===== src/rtl/tge_cpu_pkt_engine_if.sv =====
// MAC-side CPU-port streams of the 10GbE CPU packet engine.
// A TX word moves on a cycle with mac_tx_valid && mac_tx_ack. Data and end stay stable until then.
// RX has no backpressure: every mac_rx_valid cycle carries one word.
interface tge_cpu_pkt_engine_if;
  logic [63:0] mac_tx_data;
  logic        mac_tx_valid;
  logic        mac_tx_end;
  logic        mac_tx_ack;
  logic [63:0] mac_rx_data;
  logic        mac_rx_valid;
  logic        mac_rx_end;
  logic        mac_rx_bad;

  modport master (
    output mac_tx_data, mac_tx_valid, mac_tx_end,
    input  mac_tx_ack,
    input  mac_rx_data, mac_rx_valid, mac_rx_end, mac_rx_bad
  );

  modport slave (
    input  mac_tx_data, mac_tx_valid, mac_tx_end,
    output mac_tx_ack,
    output mac_rx_data, mac_rx_valid, mac_rx_end, mac_rx_bad
  );
endinterface


===== src/rtl/tge_cpu_pkt_engine.sv =====
// Fabric-side CPU packet engine: drains the CPU TX buffer to the MAC and fills the CPU RX buffer
// from the MAC. The TX path and the RX path are independent.
module tge_cpu_pkt_engine #(
  parameter int BUF_AWIDTH     = 8,
  parameter int DROP_CNT_WIDTH = 16
) (
  input  logic                      cpu_clk,
  input  logic                      cpu_rst_n,
  input  logic [BUF_AWIDTH-1:0]     cpu_tx_size,
  input  logic                      cpu_tx_ready,
  output logic                      cpu_tx_done,
  output logic [BUF_AWIDTH-1:0]     tx_buf_addr,
  input  logic [63:0]               tx_buf_rd_data,
  tge_cpu_pkt_engine_if.master      mac,
  output logic [BUF_AWIDTH-1:0]     rx_buf_addr,
  output logic [63:0]               rx_buf_wr_data,
  output logic                      rx_buf_wr_en,
  output logic [BUF_AWIDTH-1:0]     cpu_rx_size,
  input  logic                      cpu_rx_ack,
  output logic [DROP_CNT_WIDTH-1:0] rx_drop_count,
  output logic                      tx_busy,
  output logic [2:0]                dbg_tx_state,
  output logic [1:0]                dbg_rx_state
);

  typedef enum logic [2:0] {
    TX_IDLE  = 3'd0,
    TX_FETCH = 3'd1,
    TX_SEND  = 3'd2,
    TX_DONE  = 3'd3,
    TX_WAIT  = 3'd4
  } tx_state_e;

  typedef enum logic [1:0] {
    RX_IDLE    = 2'd0,
    RX_FILL    = 2'd1,
    RX_DISCARD = 2'd2,
    RX_FULL    = 2'd3
  } rx_state_e;

  // ---------------------------------------------------------------- TX path
  tx_state_e             tx_state_q;
  logic [BUF_AWIDTH-1:0] tx_size_q;
  logic [BUF_AWIDTH-1:0] tx_idx_q;
  logic [BUF_AWIDTH-1:0] tx_last;
  logic [63:0]           tx_data_q;
  logic                  tx_valid_q;
  logic                  tx_end_q;
  logic                  tx_done_q;

  assign tx_last = tx_size_q - 1'b1;

  // The word index doubles as the buffer read address; the read data is captured in TX_FETCH.
  always_ff @(posedge cpu_clk or negedge cpu_rst_n) begin
    if (!cpu_rst_n) begin
      tx_state_q <= TX_IDLE;
      tx_size_q  <= '0;
      tx_idx_q   <= '0;
      tx_data_q  <= '0;
      tx_valid_q <= 1'b0;
      tx_end_q   <= 1'b0;
      tx_done_q  <= 1'b0;
    end else begin
      case (tx_state_q)
        TX_IDLE: begin
          if (cpu_tx_ready) begin
            tx_size_q <= cpu_tx_size;
            tx_idx_q  <= '0;
            if (cpu_tx_size != '0) begin
              tx_state_q <= TX_FETCH;
            end else begin
              tx_state_q <= TX_DONE;
              tx_done_q  <= 1'b1;
            end
          end
        end
        TX_FETCH: begin
          tx_data_q  <= tx_buf_rd_data;
          tx_valid_q <= 1'b1;
          tx_end_q   <= (tx_idx_q == tx_last);
          tx_state_q <= TX_SEND;
        end
        TX_SEND: begin
          if (mac.mac_tx_ack) begin
            tx_valid_q <= 1'b0;
            tx_end_q   <= 1'b0;
            if (tx_end_q) begin
              tx_state_q <= TX_DONE;
              tx_done_q  <= 1'b1;
            end else begin
              tx_idx_q   <= tx_idx_q + 1'b1;
              tx_state_q <= TX_FETCH;
            end
          end
        end
        TX_DONE: begin
          tx_done_q  <= 1'b0;
          tx_state_q <= TX_WAIT;
        end
        TX_WAIT: begin
          // A request that stays high must not start a second packet.
          if (!cpu_tx_ready) begin
            tx_state_q <= TX_IDLE;
          end
        end
        default: tx_state_q <= TX_IDLE;
      endcase
    end
  end

  assign tx_buf_addr      = tx_idx_q;
  assign mac.mac_tx_data  = tx_data_q;
  assign mac.mac_tx_valid = tx_valid_q;
  assign mac.mac_tx_end   = tx_end_q;
  assign cpu_tx_done      = tx_done_q;
  assign tx_busy          = (tx_state_q != TX_IDLE);
  assign dbg_tx_state     = tx_state_q;

  // ---------------------------------------------------------------- RX path
  rx_state_e                 rx_state_q;
  logic [BUF_AWIDTH-1:0]     rx_count_q;
  logic [BUF_AWIDTH-1:0]     rx_size_q;
  logic [DROP_CNT_WIDTH-1:0] rx_drop_q;
  logic                      rx_in_frame_q;
  logic                      rx_wr;
  logic                      rx_at_limit;
  logic                      rx_open_next;

  // The buffer holds at most 2^BUF_AWIDTH-1 words, so a word arriving at the all-ones count overflows.
  assign rx_at_limit  = &rx_count_q;
  assign rx_open_next = mac.mac_rx_valid ? !mac.mac_rx_end : rx_in_frame_q;

  always_comb begin
    rx_wr = 1'b0;
    case (rx_state_q)
      RX_IDLE: rx_wr = mac.mac_rx_valid && !cpu_rx_ack;
      RX_FILL: rx_wr = mac.mac_rx_valid && !rx_at_limit;
      default: rx_wr = 1'b0;
    endcase
  end

  always_ff @(posedge cpu_clk or negedge cpu_rst_n) begin
    if (!cpu_rst_n) begin
      rx_state_q    <= RX_IDLE;
      rx_count_q    <= '0;
      rx_size_q     <= '0;
      rx_drop_q     <= '0;
      rx_in_frame_q <= 1'b0;
    end else begin
      case (rx_state_q)
        RX_IDLE: begin
          if (mac.mac_rx_valid) begin
            if (cpu_rx_ack) begin
              rx_drop_q <= rx_drop_q + 1'b1;
              if (!mac.mac_rx_end) begin
                rx_state_q <= RX_DISCARD;
              end
            end else if (mac.mac_rx_end) begin
              if (mac.mac_rx_bad) begin
                rx_drop_q <= rx_drop_q + 1'b1;
              end else begin
                rx_size_q  <= {{(BUF_AWIDTH-1){1'b0}}, 1'b1};
                rx_count_q <= {{(BUF_AWIDTH-1){1'b0}}, 1'b1};
                rx_state_q <= RX_FULL;
              end
            end else begin
              rx_count_q <= {{(BUF_AWIDTH-1){1'b0}}, 1'b1};
              rx_state_q <= RX_FILL;
            end
          end
        end
        RX_FILL: begin
          if (mac.mac_rx_valid) begin
            if (rx_at_limit) begin
              rx_drop_q  <= rx_drop_q + 1'b1;
              rx_count_q <= '0;
              rx_state_q <= mac.mac_rx_end ? RX_IDLE : RX_DISCARD;
            end else if (mac.mac_rx_end) begin
              if (mac.mac_rx_bad) begin
                rx_drop_q  <= rx_drop_q + 1'b1;
                rx_count_q <= '0;
                rx_state_q <= RX_IDLE;
              end else begin
                rx_size_q  <= rx_count_q + 1'b1;
                rx_count_q <= rx_count_q + 1'b1;
                rx_state_q <= RX_FULL;
              end
            end else begin
              rx_count_q <= rx_count_q + 1'b1;
            end
          end
        end
        RX_DISCARD: begin
          if (mac.mac_rx_valid && mac.mac_rx_end) begin
            rx_state_q <= RX_IDLE;
          end
        end
        RX_FULL: begin
          // Each frame arriving while the buffer is held counts once, at its first word.
          if (mac.mac_rx_valid && !rx_in_frame_q) begin
            rx_drop_q <= rx_drop_q + 1'b1;
          end
          if (cpu_rx_ack) begin
            rx_size_q     <= '0;
            rx_count_q    <= '0;
            rx_in_frame_q <= 1'b0;
            rx_state_q    <= rx_open_next ? RX_DISCARD : RX_IDLE;
          end else begin
            rx_in_frame_q <= rx_open_next;
          end
        end
        default: rx_state_q <= RX_IDLE;
      endcase
    end
  end

  assign rx_buf_wr_en   = rx_wr;
  assign rx_buf_addr    = rx_count_q;
  assign rx_buf_wr_data = rx_wr ? mac.mac_rx_data : 64'd0;
  assign cpu_rx_size    = rx_size_q;
  assign rx_drop_count  = rx_drop_q;
  assign dbg_rx_state   = rx_state_q;

endmodule


===== src/flat_wrapper.sv =====
// flat-port wrapper written by rule: the top's interface ports become plain ports
module tge_cpu_pkt_engine_flat 
#(
  parameter int BUF_AWIDTH     = 8,
  parameter int DROP_CNT_WIDTH = 16
)
  (cpu_clk, cpu_rst_n, cpu_tx_size, cpu_tx_ready, cpu_tx_done, tx_buf_addr, tx_buf_rd_data, rx_buf_addr, rx_buf_wr_data, rx_buf_wr_en, cpu_rx_size, cpu_rx_ack, rx_drop_count, tx_busy, dbg_tx_state, dbg_rx_state, mac_mac_tx_data, mac_mac_tx_valid, mac_mac_tx_end, mac_mac_tx_ack, mac_mac_rx_data, mac_mac_rx_valid, mac_mac_rx_end, mac_mac_rx_bad);
  tge_cpu_pkt_engine_if mac_i ();
  input  logic cpu_clk;
  input  logic cpu_rst_n;
  input  logic [BUF_AWIDTH-1:0] cpu_tx_size;
  input  logic cpu_tx_ready;
  output logic cpu_tx_done;
  output logic [BUF_AWIDTH-1:0] tx_buf_addr;
  input  logic [63:0] tx_buf_rd_data;
  output logic [BUF_AWIDTH-1:0] rx_buf_addr;
  output logic [63:0] rx_buf_wr_data;
  output logic rx_buf_wr_en;
  output logic [BUF_AWIDTH-1:0] cpu_rx_size;
  input  logic cpu_rx_ack;
  output logic [DROP_CNT_WIDTH-1:0] rx_drop_count;
  output logic tx_busy;
  output logic [2:0] dbg_tx_state;
  output logic [1:0] dbg_rx_state;
  output wire logic [$bits(mac_i.mac_tx_data)-1:0] mac_mac_tx_data;
  output wire logic [$bits(mac_i.mac_tx_valid)-1:0] mac_mac_tx_valid;
  output wire logic [$bits(mac_i.mac_tx_end)-1:0] mac_mac_tx_end;
  input wire logic [$bits(mac_i.mac_tx_ack)-1:0] mac_mac_tx_ack;
  input wire logic [$bits(mac_i.mac_rx_data)-1:0] mac_mac_rx_data;
  input wire logic [$bits(mac_i.mac_rx_valid)-1:0] mac_mac_rx_valid;
  input wire logic [$bits(mac_i.mac_rx_end)-1:0] mac_mac_rx_end;
  input wire logic [$bits(mac_i.mac_rx_bad)-1:0] mac_mac_rx_bad;
  assign mac_mac_tx_data = mac_i.mac_tx_data;
  assign mac_mac_tx_valid = mac_i.mac_tx_valid;
  assign mac_mac_tx_end = mac_i.mac_tx_end;
  assign mac_i.mac_tx_ack = mac_mac_tx_ack;
  assign mac_i.mac_rx_data = mac_mac_rx_data;
  assign mac_i.mac_rx_valid = mac_mac_rx_valid;
  assign mac_i.mac_rx_end = mac_mac_rx_end;
  assign mac_i.mac_rx_bad = mac_mac_rx_bad;
  tge_cpu_pkt_engine #(.BUF_AWIDTH(BUF_AWIDTH), .DROP_CNT_WIDTH(DROP_CNT_WIDTH)) u_core (.cpu_clk(cpu_clk), .cpu_rst_n(cpu_rst_n), .cpu_tx_size(cpu_tx_size), .cpu_tx_ready(cpu_tx_ready), .cpu_tx_done(cpu_tx_done), .tx_buf_addr(tx_buf_addr), .tx_buf_rd_data(tx_buf_rd_data), .mac(mac_i), .rx_buf_addr(rx_buf_addr), .rx_buf_wr_data(rx_buf_wr_data), .rx_buf_wr_en(rx_buf_wr_en), .cpu_rx_size(cpu_rx_size), .cpu_rx_ack(cpu_rx_ack), .rx_drop_count(rx_drop_count), .tx_busy(tx_busy), .dbg_tx_state(dbg_tx_state), .dbg_rx_state(dbg_rx_state));
endmodule

===== config.mk =====
export PLATFORM = sky130hd
export DESIGN_NAME = tge_cpu_pkt_engine_flat
export DESIGN_NICKNAME = d
export VERILOG_FILES = /design/src/rtl/tge_cpu_pkt_engine_if.sv /design/src/rtl/tge_cpu_pkt_engine.sv /design/src/flat_wrapper.sv
export SDC_FILE = /design/constraint.sdc
export NUM_CORES = 1
export LEC_CHECK = 0
export CAP_MARGIN = 20
export CORE_ASPECT_RATIO = 1.75
export CORE_MARGIN = 2
export CORE_UTILIZATION = 30
export DETAILED_ROUTE_END_ITERATION = 7
export PLACE_DENSITY_LB_ADDON = 0.15
export SLEW_MARGIN = 20
export SYNTH_ARGS = -nofsm -noshare
export SYNTH_HDL_FRONTEND = slang
export SYNTH_SLANG_ARGS = --single-unit
export TNS_END_PERCENT = 30

===== constraint.sdc =====
create_clock -name cpu_clk -period 2.5 [get_ports cpu_clk]
set_input_delay 0.25 -clock cpu_clk [delete_from_list [all_inputs] [get_ports cpu_clk]]
set_output_delay 0.25 -clock cpu_clk [all_outputs]
set_load 0.005 [all_outputs]

* Yosys cells after proc, flatten, opt, wreduce, memory -nomap -nowiden
Cells that the tools add are included.
** Operators by class
- Add/subtract/negate cells :: 4
- Equality and inequality tests :: 28
- Mux-type cells :: 62
- Reductions and logical operators :: 26
** Operators by type and width (count)
- $mux 8 :: 19
- $mux 16 :: 7
- $mux 64 :: 1
- $pmux 16 s3 :: 1
- $pmux 8 s3 :: 2
- $mux 2 :: 15
- $ne 2x2->1 const B :: 14
- $add 16x1->16 const B :: 1
- $add 8x1->8 const B :: 2
- $pmux 8 s2 :: 1
- $pmux 3 s5 :: 1
- $reduce_and 10->1 :: 1
- $mux 3 :: 3
- $reduce_bool 3->1 :: 3
- $eq 8x8->1 :: 1
- $pmux 2 s4 :: 1
- $reduce_and 4->1 :: 2
- $reduce_and 8->1 :: 1
- $reduce_bool 8->1 :: 1
- $sub 8x1->8 const B :: 1
- $mux 1 :: 7
- $reduce_and 7->1 :: 1
- $eq 3x2->1 const B :: 2
- $ne 2x1->1 const B :: 3
- 17 further kinds :: 29
** Word-level totals
- Register bits :: 121
- Input bits :: 144
- Output and inout bits :: 178
- Logic and storage cells :: 132

* Logic depth before layout (Yosys ltp)
- Depth in word-level cells :: 6
- Gate-level depth with buffers :: 8
- Gate-level depth less buffers :: 7

* Least setup slack after synthesis
Ideal clock, no wire load.
- Path type :: register to output
- Start point :: register u_core.rx_count_q[0], in the netlist u_core.rx_buf_addr[0]
- End point :: output port rx_buf_wr_data[10]
- Arrival :: 1.712 ns
- Data required time :: 2.250 ns
- Path slack :: 0.538 ns
- Stages on the path, launching flop included :: 9
- Buffers on the path :: 2
- Cells stage by stage :: dfrtp_1 -> ha_1 -> nand4_2 -> nor2_1 -> nand2_1 -> and3_1 -> buf_2 -> clkbuf_1 -> and2_1
** Between the ends
- Longest elaborated chain between the ends :: 5
** RTL lines
- start: declaration :: line tge_cpu_pkt_engine.sv:121 : logic [BUF_AWIDTH-1:0] rx_count_q;
- start signal: assignment :: line tge_cpu_pkt_engine.sv:163 : rx_count_q <= {{(BUF_AWIDTH-1){1'b0}}, 1'b1};
- start signal: assignment :: line tge_cpu_pkt_engine.sv:167 : rx_count_q <= {{(BUF_AWIDTH-1){1'b0}}, 1'b1};
- start signal: assignment :: line tge_cpu_pkt_engine.sv:185 : rx_count_q <= rx_count_q + 1'b1;
- $reduce_and 8->1 :: line tge_cpu_pkt_engine.sv:130 : assign rx_at_limit = &rx_count_q;
- $logic_not 1->1 :: line tge_cpu_pkt_engine.sv:137 : RX_FILL: rx_wr = mac.mac_rx_valid && !rx_at_limit;
- $logic_and 1x1->1 :: line tge_cpu_pkt_engine.sv:137
- $pmux 1 s2 :: line tge_cpu_pkt_engine.sv:135 : case (rx_state_q)
- $mux 64 :: line tge_cpu_pkt_engine.sv:219 : assign rx_buf_wr_data = rx_wr ? mac.mac_rx_data : 64'd0;
- end: declaration :: line flat_wrapper.sv:17 : output logic [63:0] rx_buf_wr_data;
No other way between the ends.

* Worst setup path in the final report
- Start point :: register u_core.rx_count_q[1], in the netlist u_core.rx_buf_addr[1]
- End point :: output port rx_buf_wr_data[14]
Same word-level chain as after synthesis.

==> impl_metrics.prom <==
# TYPE chip_impl_metric gauge
chip_impl_metric{name="grt_remaining_overflow",unit=""} 0
chip_impl_metric{name="yosysSeqAreaShare",unit="%"} 50.8
chip_impl_metric{name="comb_power_share",unit="%"} 43.3
chip_impl_metric{name="initial_antenna_violation_count",unit=""} 0
chip_impl_metric{name="timing.slew.headroom",unit="%"} 65.6
chip_impl_metric{name="synth_edf_count",unit=""} 0
chip_impl_info{name="tritoncts",value="built"} 1
chip_impl_metric{name="final_layout_size_suffix_gt1_share",unit="%"} 17.5
chip_impl_metric{name="ios",unit=""} 322
chip_impl_metric{name="numCtsBuffers",unit=""} 17
chip_impl_metric{name="worst-r2r-setup-slack",unit="ns"} 0.49
chip_impl_metric{name="vias_in_the_first_global_route",unit=""} 5610
chip_impl_metric{name="chipWidth",unit="um"} 111
chip_impl_metric{name="dp_hpwl",unit="mm"} 15.4
chip_impl_info{name="status",value="finished, final reports clean"} 1
chip_impl_metric{name="chip_height",unit="um"} 191
chip_impl_metric{name="avgViaCountPerCell",unit=""} 4.76
chip_impl_metric{name="synthAdderAreaFrac",unit="%"} 0.839
chip_impl_metric{name="power_leakage",unit="uW"} 0.00443
chip_impl_metric{name="weighted_congestion_at_the_end_of_routability_driven_global_placement",unit=""} 0.893
chip_impl_metric{name="syn_nets",unit=""} 680
chip_impl_metric{name="design.die.area",unit="mm2"} 0.0211
chip_impl_metric{name="ys_ff_latch",unit=""} 121
chip_impl_metric{name="power.share.switching",unit="%"} 30.6
chip_impl_metric{name="endpoint_arrival_time_on_the_critical_path",unit="ns"} 2.18
chip_impl_metric{name="fin_worst_skew",unit="ns"} 0.00851
chip_impl_metric{name="pwr-share-clk",unit="%"} 25.1
chip_impl_metric{name="async_flop_share",unit="%"} 100
chip_impl_metric{name="clk-insertion-delay-late",unit="ns"} 0.42
chip_impl_info{name="most-common-layout-cells",value="sky130_fd_sc_hd__clkdlybuf4s50_1 (255), sky130_fd_sc_hd__dfrtp_1 (120), sky130_fd_sc_hd__mux2_2 (71), sky130_fd_sc_hd__and2_1 (66), sky130_fd_sc_hd__clkdlybuf4s15_1 (38)"} 1
chip_impl_metric{name="floorplan.initialDensity",unit="%"} 30.4
chip_impl_info{name="clock-root-buffer",value="sky130_fd_sc_hd__clkbuf_16"} 1
chip_impl_metric{name="final-setup-viol-count",unit=""} 0
chip_impl_metric{name="synth.mux.area_fraction",unit="%"} 13.8
chip_impl_metric{name="largest_net_degree_at_the_start_of_global_routing",unit=""} 76
chip_impl_metric{name="residual_drc_count",unit=""} 0
chip_impl_metric{name="syn_area",unit="mm2"} 0.00597
chip_impl_metric{name="drt_first_pass_iters",unit=""} 4
chip_impl_metric{name="timing_hold_violations_final",unit=""} 0
chip_impl_metric{name="slew_violations",unit=""} 0
chip_impl_metric{name="finish.net_count",unit=""} 1024
chip_impl_metric{name="tightest_slew",unit="ns"} 0.515
chip_impl_metric{name="slowest_delay",unit="ns"} 0.40
chip_impl_metric{name="internal_power",unit="uW"} 7230
chip_impl_metric{name="fmaxAchievable",unit="MHz"} 411
chip_impl_metric{name="netlist_instances",unit=""} 532
chip_impl_metric{name="routedWlPerCell",unit="um"} 17.9
chip_impl_info{name="most_common_cell_after_layout_fill_and_taps_aside",value="sky130_fd_sc_hd__clkdlybuf4s50_1"} 1
chip_impl_metric{name="p_sw",unit="uW"} 3190
chip_impl_info{name="synth-main-ff-cell",value="sky130_fd_sc_hd__dfrtp_1"} 1
chip_impl_metric{name="number_of_antenna_violating_nets_in_the_routed_design",unit=""} 0
chip_impl_metric{name="critical_path_peak_fanout",unit=""} 16
chip_impl_metric{name="global_route.usage.total",unit="%"} 18.8
chip_impl_metric{name="fin_hold_ws",unit="ns"} 0.221
chip_impl_metric{name="share_of_synthesized_cell_area_in_and_or_nand_and_nor_gates",unit="%"} 18.0
chip_impl_metric{name="drtIter0Drc",unit=""} 281
chip_impl_metric{name="floorplan.core_area",unit="mm2"} 0.0197
chip_impl_metric{name="h-tree-depth",unit=""} 4
chip_impl_metric{name="yosysUniqueCellTypes",unit=""} 54
chip_impl_metric{name="synthToLayoutAreaGrowth",unit="%"} 73.0
chip_impl_metric{name="cts_max_path_buffers",unit=""} 2
chip_impl_metric{name="cap_viol_max_count",unit=""} 0
chip_impl_metric{name="num_rows",unit=""} 68
chip_impl_metric{name="post_place_worst_slack",unit="ns"} 0.171
chip_impl_info{name="cp-end-kind",value="output pin"} 1
chip_impl_info{name="timing.critical_path.cells",value="ha_4 > nand4_4 > nor2_4 > nand2_2 > and3_4 > buf_4 > clkbuf_16 > and2_1 > dlygate4sd2_1"} 1
chip_impl_info{name="crit_slowest_cell",value="sky130_fd_sc_hd__dfrtp_1"} 1
chip_impl_metric{name="final.period_utilization",unit="%"} 97.3
chip_impl_metric{name="synth_top_area_share",unit="%"} 50.8
chip_impl_info{name="synth.top_cells.by_area",value="sky130_fd_sc_hd__dfrtp_1 (51%), sky130_fd_sc_hd__mux2_2 (13%), sky130_fd_sc_hd__and2_1 (7.0%)"} 1
chip_impl_info{name="rsz0062_at_grt",value="true"} 1
chip_impl_info{name="worstSetupStartpointType",value="flop"} 1
chip_impl_metric{name="power_density",unit="mW/mm2"} 1010
chip_impl_metric{name="cts.reportedPaths.clkPinSlew",unit="ns"} 0.06
chip_impl_info{name="synth_top_cell_by_area",value="sky130_fd_sc_hd__dfrtp_1"} 1
chip_impl_metric{name="critical_path_required",unit="ns"} 2.25
chip_impl_metric{name="vias",unit=""} 5395
chip_impl_info{name="min_path_type",value="input pin to asynchronous set/reset pin"} 1
chip_impl_metric{name="layout_setup_ws",unit="ns"} 0.0670
chip_impl_metric{name="synth.avg_cell_area",unit="um2"} 11.2
chip_impl_metric{name="yosys.area_share.xor_xnor",unit="%"} 5.58
chip_impl_metric{name="ir_worst_vdd",unit="V"} 0.000524
chip_impl_metric{name="totalWireLength",unit="mm"} 20.3
chip_impl_info{name="timing.setup.critical_path_class",value="flop to output pin"} 1
chip_impl_metric{name="worstRegToRegCells",unit=""} 7
chip_impl_metric{name="period_minus_slack",unit="ns"} 2.43
chip_impl_metric{name="placement.io_buffers",unit=""} 321
chip_impl_metric{name="cts_sinks",unit=""} 121
chip_impl_metric{name="ys.warnings.count",unit=""} 0
chip_impl_metric{name="power.sequential.fraction",unit="%"} 31.6
chip_impl_metric{name="grt_first_pass_wirelength",unit="mm"} 31.4
chip_impl_metric{name="antennaDiodeCount",unit=""} 0
chip_impl_metric{name="compound_gate_portion_of_the_synthesized_area",unit="%"} 7.68
chip_impl_metric{name="fill_cells",unit=""} 1757
chip_impl_info{name="synth_top_family_by_area",value="simple AND/OR/NAND/NOR gates"} 1
[cells by family (layout without fill, tap and decap cells)]
kind of cell | after synthesis | count (layout)
AO/OA/AOI/OAI | 64 | 64
XOR/XNOR | 38 | 38
adder cells (fa/ha/maj) | 4 | 4
buffers and inverters | 41 | 397
flip-flops | 121 | 121
multiplexers | 73 | 73
AND/OR/NAND/NOR | 191 | 191
[Yosys cell counts, drive strengths merged (2+ instances only)]
cell type / number
ha: 4
a21oi: 7
a32o: 2
clkbuf: 6
a21boi: 2
xor2: 20
mux2: 73
and3: 6
buf: 22
or4: 3
nor4: 2
nor2b: 6
nand2b: 5
or3: 2
o31ai: 12
and2: 67
dfrtp: 121
or2: 2
o21ai: 25
xnor2: 18
a211oi: 3
nand3b: 3
nor2: 25
nand4: 12
nor3: 9
a22o: 2
nand3: 14
o41ai: 2
inv: 13
nand2: 34
[registers in the layout, indices dropped and copies added, names as in the netlist]
| name | count |
|---|---|
| u_core.tx_size_q | 8 |
| u_core.mac.mac_tx_valid | 1 |
| u_core.cpu_tx_done | 1 |
| u_core.rx_drop_count | 16 |
| u_core.mac.mac_tx_data | 64 |
| u_core.cpu_rx_size | 8 |
| u_core.dbg_tx_state | 3 |
| u_core.rx_in_frame_q | 1 |
| u_core.mac.mac_tx_end | 1 |
| u_core.tx_buf_addr | 8 |
| u_core.rx_buf_addr | 8 |
| u_core.dbg_rx_state | 2 |
[path summary, 6_finish.rpt]
check,startpoint,endpoint
max,u_core.rx_buf_addr[1]$_DFFE_PN0P_,rx_buf_wr_data[14]
max in group asynchronous,cpu_rst_n,u_core.rx_buf_addr[6]$_DFFE_PN0P_
min,cpu_rst_n,u_core.mac.mac_tx_data[19]$_DFFE_PN0P_
min reg2reg,u_core.rx_drop_count[15]$_DFFE_PN0P_,u_core.rx_drop_count[15]$_DFFE_PN0P_
min in group cpu_clk,tx_buf_rd_data[18],u_core.mac.mac_tx_data[18]$_DFFE_PN0P_
max reg2reg,u_core.tx_size_q[0]$_DFFE_PN0P_,u_core.mac.mac_tx_end$_DFFE_PN0P_
[critical path, delay by kind of cell (launching register included)]
kind	cells	cell delay (ns)
simple gates	5	0.64
buf+inv	3	0.55
flops	1	0.40
fa+ha+maj	1	0.16
[per-layer routing]
layer / track usage [%] / up-vias / share of wire [%]
met5: 0 / - / 0
met2: 31.2 / 233 / 50
met4: 5.63 / 0 / 1.4
met1: 23.1 / 2602 / 42
met3: 6.39 / 23 / 7.3
li1: - / 2537 / -
[stage by stage]
step / power, uW / instance area, um2 / instances / TNS (ns) / utilization (%)
after global placement: 7690 / 9520 / 1090 / 0 / 48.4
after CTS: 10500 / 10200 / 1129 / -0.235 / 52.1
after floorplan: 5270 / 5970 / 532 / 0 / -
after detailed placement: 7820 / 9520 / 1090 / 0 / 48.4
final: 10400 / 10300 / 1133 / 0 / 52.5
after global routing: 11000 / 10300 / 1133 / -0.0159 / 52.5
[area by class of cell]
type,instances,area (um2),area share [%]
Timing Repair Buffer,353,3520,34.1
Sequential cell,121,3030,29.4
Multi-Input combinational cell,370,2780,26.9
Clock buffer,18,439,4.26
Tap cell,245,307,2.97
Clock inverter,13,193,1.87
Inverter,13,48.8,0.473
[timing repair]
item                                    4_1_cts  5_1_grt
endpoints found under the setup margin       65       40
endpoints found under the hold margin        30        0
setup buffers                                 5        4
gates resized for setup                      70       45
pin swaps                                     2        2
hold buffers                                  1        0
cloned                                        2        1
[power groups by stage]
stage / clock [uW] / combinational [uW] / sequential [uW]
after CTS: 2680 / 4530 / 3300
final: 2610 / 4510 / 3290
after detailed placement: 0 / 4490 / 3320
after global placement: 0 / 4420 / 3270
after global routing: 2760 / 4860 / 3410
after floorplan: 0 / 2030 / 3250
(Power assumes the default switching activity.)
